### config.mk
export PLATFORM = sky130hd
export DESIGN_NAME = score_tracker
export DESIGN_NICKNAME = d
export VERILOG_FILES = /design/src/rtl/score_tracker.sv
export SDC_FILE = /design/constraint.sdc
export NUM_CORES = 1
export LEC_CHECK = 0
export CORE_MARGIN = 2
export CORE_UTILIZATION = 51
export DETAILED_ROUTE_END_ITERATION = 10
export PLACE_DENSITY_LB_ADDON = 0.15
export SETUP_SLACK_MARGIN = 0.3
export SLEW_MARGIN = 20
export SYNTH_ARGS = -nofsm -noshare
export SYNTH_HDL_FRONTEND = slang
export SYNTH_SLANG_ARGS = --single-unit
### constraint.sdc
create_clock -name clk -period 3.8 [get_ports clk]
set_clock_uncertainty 0.15 [all_clocks]
set_input_delay 0.38 -clock clk [delete_from_list [all_inputs] [get_ports clk]]
set_output_delay 0.38 -clock clk [all_outputs]
set_load 0.03 [all_outputs]
### src/rtl/score_tracker.sv
// score_tracker: combo-multiplied score accumulator with saturation, frame-latched display copy
// and optional high score (SCORE_HIGHSCORE_EN builds the high-score register and new_high flag).
module score_tracker #(
  parameter int MAX_SCORE    = 65535,
  parameter int COMBO_WINDOW = 60,
  parameter int COMBO_MAX    = 4
) (
  input  logic        clk,
  input  logic        reset,
  input  logic        clear,
  input  logic        add_valid,
  input  logic [7:0]  add_points,
  input  logic        frame_tick,
  output logic [15:0] score,
  output logic [15:0] live_score,
  output logic [2:0]  combo,
  output logic [15:0] high_score,
  output logic        new_high
);
  localparam logic [16:0] MAX17 = 17'(MAX_SCORE);
  localparam logic [15:0] MAX16 = 16'(MAX_SCORE);
  localparam logic [7:0]  CW8   = 8'(COMBO_WINDOW);
  localparam logic [2:0]  CM3   = 3'(COMBO_MAX);
  logic [15:0] acc_q, acc_d, score_q, score_d;
  logic [7:0]  win_q, win_d;
  logic [2:0]  combo_q, combo_d;
  logic        hit;
  logic [10:0] prod;
  logic [16:0] sum;
  // a zero-point hit is a full no-op, so it must not count as accepted
  assign hit  = add_valid && (add_points != 8'd0);
  assign prod = 11'(add_points) * 11'(combo_q);
  assign sum  = 17'(acc_q) + 17'(prod);
  always_comb begin
    acc_d   = clear ? 16'd0 : hit ? ((sum > MAX17) ? MAX16 : sum[15:0]) : acc_q;
    score_d = clear ? 16'd0 : frame_tick ? acc_q : score_q;
    win_d   = clear ? 8'd0 : hit ? CW8 : (frame_tick && win_q != 8'd0) ? win_q - 8'd1 : win_q;
    combo_d = clear ? 3'd1 : hit ? ((combo_q < CM3) ? combo_q + 3'd1 : combo_q) :
              (frame_tick && win_q == 8'd1) ? 3'd1 : combo_q;
  end
  always_ff @(posedge clk) begin
    if (reset) begin
      acc_q   <= 16'd0;
      score_q <= 16'd0;
      win_q   <= 8'd0;
      combo_q <= 3'd1;
    end else begin
      acc_q   <= acc_d;
      score_q <= score_d;
      win_q   <= win_d;
      combo_q <= combo_d;
    end
  end
  assign score      = score_q;
  assign live_score = acc_q;
  assign combo      = combo_q;
`ifdef SCORE_HIGHSCORE_EN
  logic [15:0] high_q, high_d;
  logic        new_high_q, new_high_d, beat;
  // compares the registered accumulator, so the high score trails live_score by one cycle
  assign beat = acc_q > high_q;
  always_comb begin
    high_d     = beat ? acc_q : high_q;
    new_high_d = clear ? 1'b0 : (beat | new_high_q);
  end
  always_ff @(posedge clk) begin
    if (reset) begin
      high_q     <= 16'd0;
      new_high_q <= 1'b0;
    end else begin
      high_q     <= high_d;
      new_high_q <= new_high_d;
    end
  end
  assign high_score = high_q;
  assign new_high   = new_high_q;
`else
  assign high_score = 16'd0;
  assign new_high   = 1'b0;
`endif
endmodule

==> results of run 1 <==
-- synthesized netlist by cell type (all sizes together), types with 8 or more instances --
cell,count,share of area [%]
dfxtp,43,30
inv,41,5.3
nor2,34,4.4
a21oi,23,4.0
buf,22,5.4
and2,21,4.5
nand2,19,2.4
ha,18,7.7
o21ai,18,3.1
mux2i,17,5.8
fa,15,10
a31oi,10,2.4
xnor2,8,2.4
-- through the flow --
step / util, % / cell area (sq um) / hold slack [ns]
after global placement: 63.1 / 3470 / 0.324
after floorplan: - / 2980 / 0.330
final: 67.2 / 3700 / 0.348
after CTS: 65.1 / 3580 / 0.351
after global routing: 67.2 / 3700 / 0.377
after detailed placement: 63.1 / 3470 / 0.331
-- final cells by class --
cell class | instances | area [sq um] | area share [%]
Clock buffer | 6 | 72.6 | 1.96
Inverter | 41 | 154 | 4.16
Clock inverter | 1 | 30.0 | 0.811
Multi-Input combinational cell | 242 | 1890 | 50.9
Sequential cell | 43 | 870 | 23.5
Tap cell | 72 | 90.1 | 2.43
Timing Repair Buffer | 63 | 601 | 16.2
-- critical path, delay by kind of cell --
family / cells / cell delay (ns)
adders and majority gates: 3 / 1.27
buffers and inverters: 4 / 0.73
and+or+nand+nor: 3 / 0.38
AOI/OAI and AO/OA: 4 / 0.65
-- sequential cells by signal (all words and copies together) (netlist names) --
register and flops:
win_q 8, combo 3, score 16, live_score 16
-- kinds of logic (layout without fill, tap and decap cells) --
| logic type | after synthesis | in the layout | synth area share [%] |
|---|---|---|---|
| multiplexers | 17 | 17 | 5.84 |
| XOR/XNOR | 14 | 14 | 4.21 |
| AO/OA/AOI/OAI | 67 | 67 | 13.8 |
| other | 1 | 17 | 0.129 |
| flip-flops | 43 | 43 | 29.6 |
| buffers and inverters | 69 | 111 | 11.5 |
| AND/OR/NAND/NOR | 94 | 94 | 17.0 |
| adder cells (fa/ha/maj) | 33 | 33 | 18.0 |
-- routing by layer --
metal  wire length (microns)  up-vias
li1                        -     1200
met1                    2870     1138
met2                    3050       55
met3                     274        5
met4                      32        0
met5                       0        -
-- power breakdown --
part	total, mW	switching [mW]	internal (mW)
logic	0.300	0.169	0.131
clock network	0.340	0.147	0.193
registers	0.479	0.0167	0.463
total	1.12	0.333	0.786
-- repair_timing --
item / in CTS / in global routing
pin swaps: 1 / 9
hold buffers: 0 / 0
gates resized for setup: 2 / 31
setup endpoints to repair: 4 / 16
-- final timing paths --
check / from / endpoint / slack, ns / cells after the start
hold reg to reg: score[2]$_SDFFE_PP0P_ / score[2]$_SDFFE_PP0P_ / 0.35 / 2
hold / removal: score[2]$_SDFFE_PP0P_ / score[2]$_SDFFE_PP0P_ / 0.35 / 2
setup reg to reg: combo[0]$_SDFFE_PP1P_ / live_score[5]$_SDFFE_PP0P_ / 0.50 / 13
setup / recovery: add_points[5] / live_score[5]$_SDFFE_PP0P_ / 0.37 / 14
==> out/results.txt, run 1 <==
via count - 2398
Slowest cell on crit path - fa_1
asr flop ratio synth - 0%
global placer's final weighted congestion - 0.863
GRT met1 Usage - 25.9%
Clock transition at path regs - 0.08 ns
sequential-to-total area share from yosys stat - 29.6%
Post-synth EDFFs - 0
first-pass GRT wire length - 10300 microns
DRT iter0 DRCs - 85
Layout Nets - 442
slew margin rel. - 34.0%
Inserted Clock Buffers - 5
crit path kind - in -> reg
Final Slew Violations - 0
Core Region - 0.00551 sq mm
ys flop type - dfxtp_1
Via density - 5.12
Final WS setup - 0.368 ns
Area Growth Syn to Fin - 27.1%
Critical Path AT - 3.42 ns
Synth Cell Area - 0.00291 sq mm
Die X - 79.6 microns
Setup Fix Bufs, Post-CTS - 0
Worst setup SP type - input pin
CTS root buf - clkbuf_8
max incr delay on CP - 0.53 ns
diode count - 0
VDD IR max - 0.233 mV
max-cap violation count - 0
RSZ-0062 raised after global routing - yes
most frequent cells in the layout - 43 x clkdlybuf4s50_1, 41 x inv_1, 40 x dfxtp_1
Routed Antenna Nets - 0
#FFs+latches synth - 43
Overflow after GRT - 0
total power - 1.12 mW
# fillers - 452
Worst-Margin Slew - 0.987 ns
dpl ws - -0.0896 ns
Gate Count Post-Synth - 338
CTS tree - done
fin crit share - 90.3%
synthesized area per cell - 8.62 sq um
outcome - complete, no violations
die area - 0.00633 sq mm
met2 Use GR - 34.5%
drt total wl - 6230 microns
CP endpoint kind - flip-flop
PD cells - 302 mW/mm^2
commonest non-fill, non-tap cell in the layout - clkdlybuf4s50_1
Setup Total Neg Slack - 0 ns
GRT Max-Usage Layer - met2
crit-path cells - clkdlybuf4s50_1 > and2_4 > fa_1 > inv_1 > fa_1 > inv_1 > ha_4 > a21oi_2 > o21ai_1 > a21oi_2 > nand2_1 > nand2_2 > buf_4 > a31oi_1
vias in the first global route - 2291
CP max FO - 6
row count - 27
initial antenna violation count - 0
largest net degree at the start of global routing - 26
f_max - 291 MHz
Die Ht - 79.6 microns
Final Critical Period - 3.43 ns
IO Count - 65
Finished Layout Cells - 468
CTS sink count - 43
Max Root-Sink Buffers - 2
drt drc - 0
layout cell share with drive strength beyond 1 - 13.6%
Avg WL per Cell - 13.3 microns
Yosys warnings - 0
I/O Buffers - 47
drt pass-1 iters - 4
required time worst endpoint - 3.79 ns
Netlist cell types - 44
min-delay worst type - reg -> reg
clk_lat worst skew - 0.29 ns
Total GRT Usage - 20.0%
Initial Utilization - 52.9%
Hold Vio Cnt, Final - 0
Placed Cells - 461
met3 GRT Util - 4.07%
# H-tree levels - 2
P_leak - 1.60 nW
final setup fails - 0
hpwl dp - 4590 microns
Note: power is estimated with default switching activity, not from simulation.
==> run 2, diff against run 1 <==
--- a/config.mk
+++ b/config.mk
@@ -5,6 +5,7 @@
 export SDC_FILE = /design/constraint.sdc
 export NUM_CORES = 1
 export LEC_CHECK = 0
+export ABC_CLOCK_PERIOD_IN_PS = 3800
 export CORE_MARGIN = 2
 export CORE_UTILIZATION = 51
 export DETAILED_ROUTE_END_ITERATION = 10
==> results of run 2 <==
Final layout, timing and power as in run 1 (identical DEF).
==> run 3, diff against run 2 <==
--- a/config.mk
+++ b/config.mk
@@ -7,11 +7,13 @@
 export LEC_CHECK = 0
 export ABC_CLOCK_PERIOD_IN_PS = 3800
 export CORE_MARGIN = 2
-export CORE_UTILIZATION = 51
+export CORE_UTILIZATION = 64
 export DETAILED_ROUTE_END_ITERATION = 10
+export DONT_BUFFER_PORTS = 1
 export PLACE_DENSITY_LB_ADDON = 0.15
 export SETUP_SLACK_MARGIN = 0.3
 export SLEW_MARGIN = 20
 export SYNTH_ARGS = -nofsm -noshare
 export SYNTH_HDL_FRONTEND = slang
 export SYNTH_SLANG_ARGS = --single-unit
+export TNS_END_PERCENT = 30
==> out/results.txt, run 3 (synthesis gave the netlist of run 1 again) <==
outcome - complete, no violations
Avg WL per Cell - 14.4 microns (+8.5%)
Die Ht - 71.5 microns (-10%)
total power - 1.08 mW (-3.3%)
die area - 0.00511 sq mm (-19%)
Die X - 71.5 microns (-10%)
Clock transition at path regs - 0.09 ns (about the same)
fin crit share - 88.3% (-2.1 points)
slew margin rel. - 38.6% (+4.6 points)
Max Root-Sink Buffers - 2 (unchanged)
Via density - 5.62 (+9.6%)
Total GRT Usage - 23.5% (+3.4 points)
clk_lat worst skew - 0.30 ns (about the same)
CTS root buf - clkbuf_8
Final Slew Violations - 0 (unchanged)
CP endpoint kind - flip-flop
R2R Setup Slk - 0.45 ns (-0.05 ns)
initial antenna violation count - 0 (unchanged)
I/O Buffers - 0 (-100%)
first-pass GRT wire length - 9630 microns (-6.2%)
min-delay worst type - in -> reg
global placer's final weighted congestion - 0.855 (-1.0%)
Worst setup SP type - flip-flop
RSZ-0062 raised after global routing - yes
VDD IR max - 0.235 mV (+0.97%)
IO Count - 65 (unchanged)
required time worst endpoint - 3.80 ns (about the same)
Setup Total Neg Slack - 0 ns (unchanged)
CTS tree - done
Placed Cells - 386 (-16%)
Final WS setup - 0.446 ns (+0.0780 ns)
# H-tree levels - 2 (unchanged)
largest net degree at the start of global routing - 26 (unchanged)
hpwl dp - 4360 microns (-5.0%)
max-cap violation count - 0 (unchanged)
f_max - 298 MHz (+2.3%)
Core Region - 0.00438 sq mm (-20%)
dpl ws - 0.171 ns (+0.261 ns)
Critical Path AT - 3.36 ns (-0.06 ns)
layout cell share with drive strength beyond 1 - 10.2% (-3.5 points)
post-route cell area - 0.00309 sq mm (-16%)
DRT iter0 DRCs - 63 (-26%)
drt drc - 0 (unchanged)
CP max FO - 8 (+2)
Area Growth Syn to Fin - 6.19%
CTS sink count - 43 (unchanged)
PD cells - 350 mW/mm^2 (+16%)
Hold Vio Cnt, Final - 0 (unchanged)
vias in the first global route - 2192 (-4.3%)
crit path kind - reg -> reg
via count - 2224 (-7.3%)
Hold-fix buffers, CTS - 0 (unchanged)
Overflow after GRT - 0 (unchanged)
Routed Antenna Nets - 0 (unchanged)
Final Critical Period - 3.35 ns (-0.0780 ns)
Inserted Clock Buffers - 5 (unchanged)
hold_ws - 0.0846 ns (-0.263 ns)
final core utilization - 70.5% (+3.3 points)
drt pass-1 iters - 4 (unchanged)
diode count - 0 (unchanged)
Layout Nets - 389 (-12%)
drt total wl - 5720 microns (-8.2%)
Initial Utilization - 66.4% (+14 points)
final setup fails - 0 (unchanged)
Worst-Margin Slew - 0.918 ns (-0.0685 ns)
Finished Layout Cells - 396 (-15%)
row count - 24 (-11%)
most frequent cells in the layout - 41 x inv_1, 41 x dfxtp_1, 34 x nor2_1
placed cell area - 0.00292 sq mm (-16%)
P_leak - 1.36 nW (-15%)
[run 3: cell count changes in the layout (fill, tap and decap cells not counted), moves of 4 or more]
| cell | delta |
|---|---|
| a21oi_2 | -7 |
| buf_4 | -7 |
| dlymetal6s2s_1 | -4 |
| a21oi_1 | +7 |
| clkdlybuf4s50_1 | -43 |
[run 3: routing by layer]
layer / vias to the layer above / GRT usage [%] / share of wire (%)
met3: 8 / 5.77 / 5.9
met2: 67 / 41.2 / 51
li1: 1097 / - / -
met5: - / 0 / 0
met4: 0 / 5.87 / 1.2
met1: 1052 / 29.0 / 42
[run 3: layout make-up]
class	count	area (sq um)
clock inverter	3	47.5
timing repair buffer	10	72.6
fill	362	1290
sequential	43	866
clock buffer	5	68.8
tap	52	65.1
multi-input combinational	242	1820
inverter	41	154
[run 3: critical path, cell delays in order, from the launching register on]
cell,delay [ns]
dfxtp_4,0.41
and2_1,0.17
fa_1,0.53
inv_1,0.06
fa_1,0.50
inv_1,0.04
ha_1,0.37
o211ai_1,0.22
o21ai_2,0.12
a21o_1,0.19
a21oi_1,0.17
xor2_1,0.18
a31oi_1,0.11
[run 3: worst paths after layout]
kind | startpoint | to | cells past startpoint
max | combo[2]$_SDFFE_PP0P_ | live_score[9]$_SDFFE_PP0P_ | 12
min | frame_tick | score[3]$_SDFFE_PP0P_ | 2
max reg2reg | combo[2]$_SDFFE_PP0P_ | live_score[9]$_SDFFE_PP0P_ | 12
min reg2reg | win_q[7]$_SDFFE_PP0P_ | win_q[7]$_SDFFE_PP0P_ | 2
[run 3: where the power goes]
part | internal, mW | switching (mW)
Clock | 0.199 | 0.170
Combinational | 0.0869 | 0.136
Sequential | 0.463 | 0.0263
Total | 0.749 | 0.333
[run 3: timing repair]
item | CTS | global route
setup endpoints to repair | 3 | 12
gates resized for setup | 3 | 8
pin swaps | 0 | 2
hold endpoints to repair | 0 | 0
buffers inserted | 0 | 2
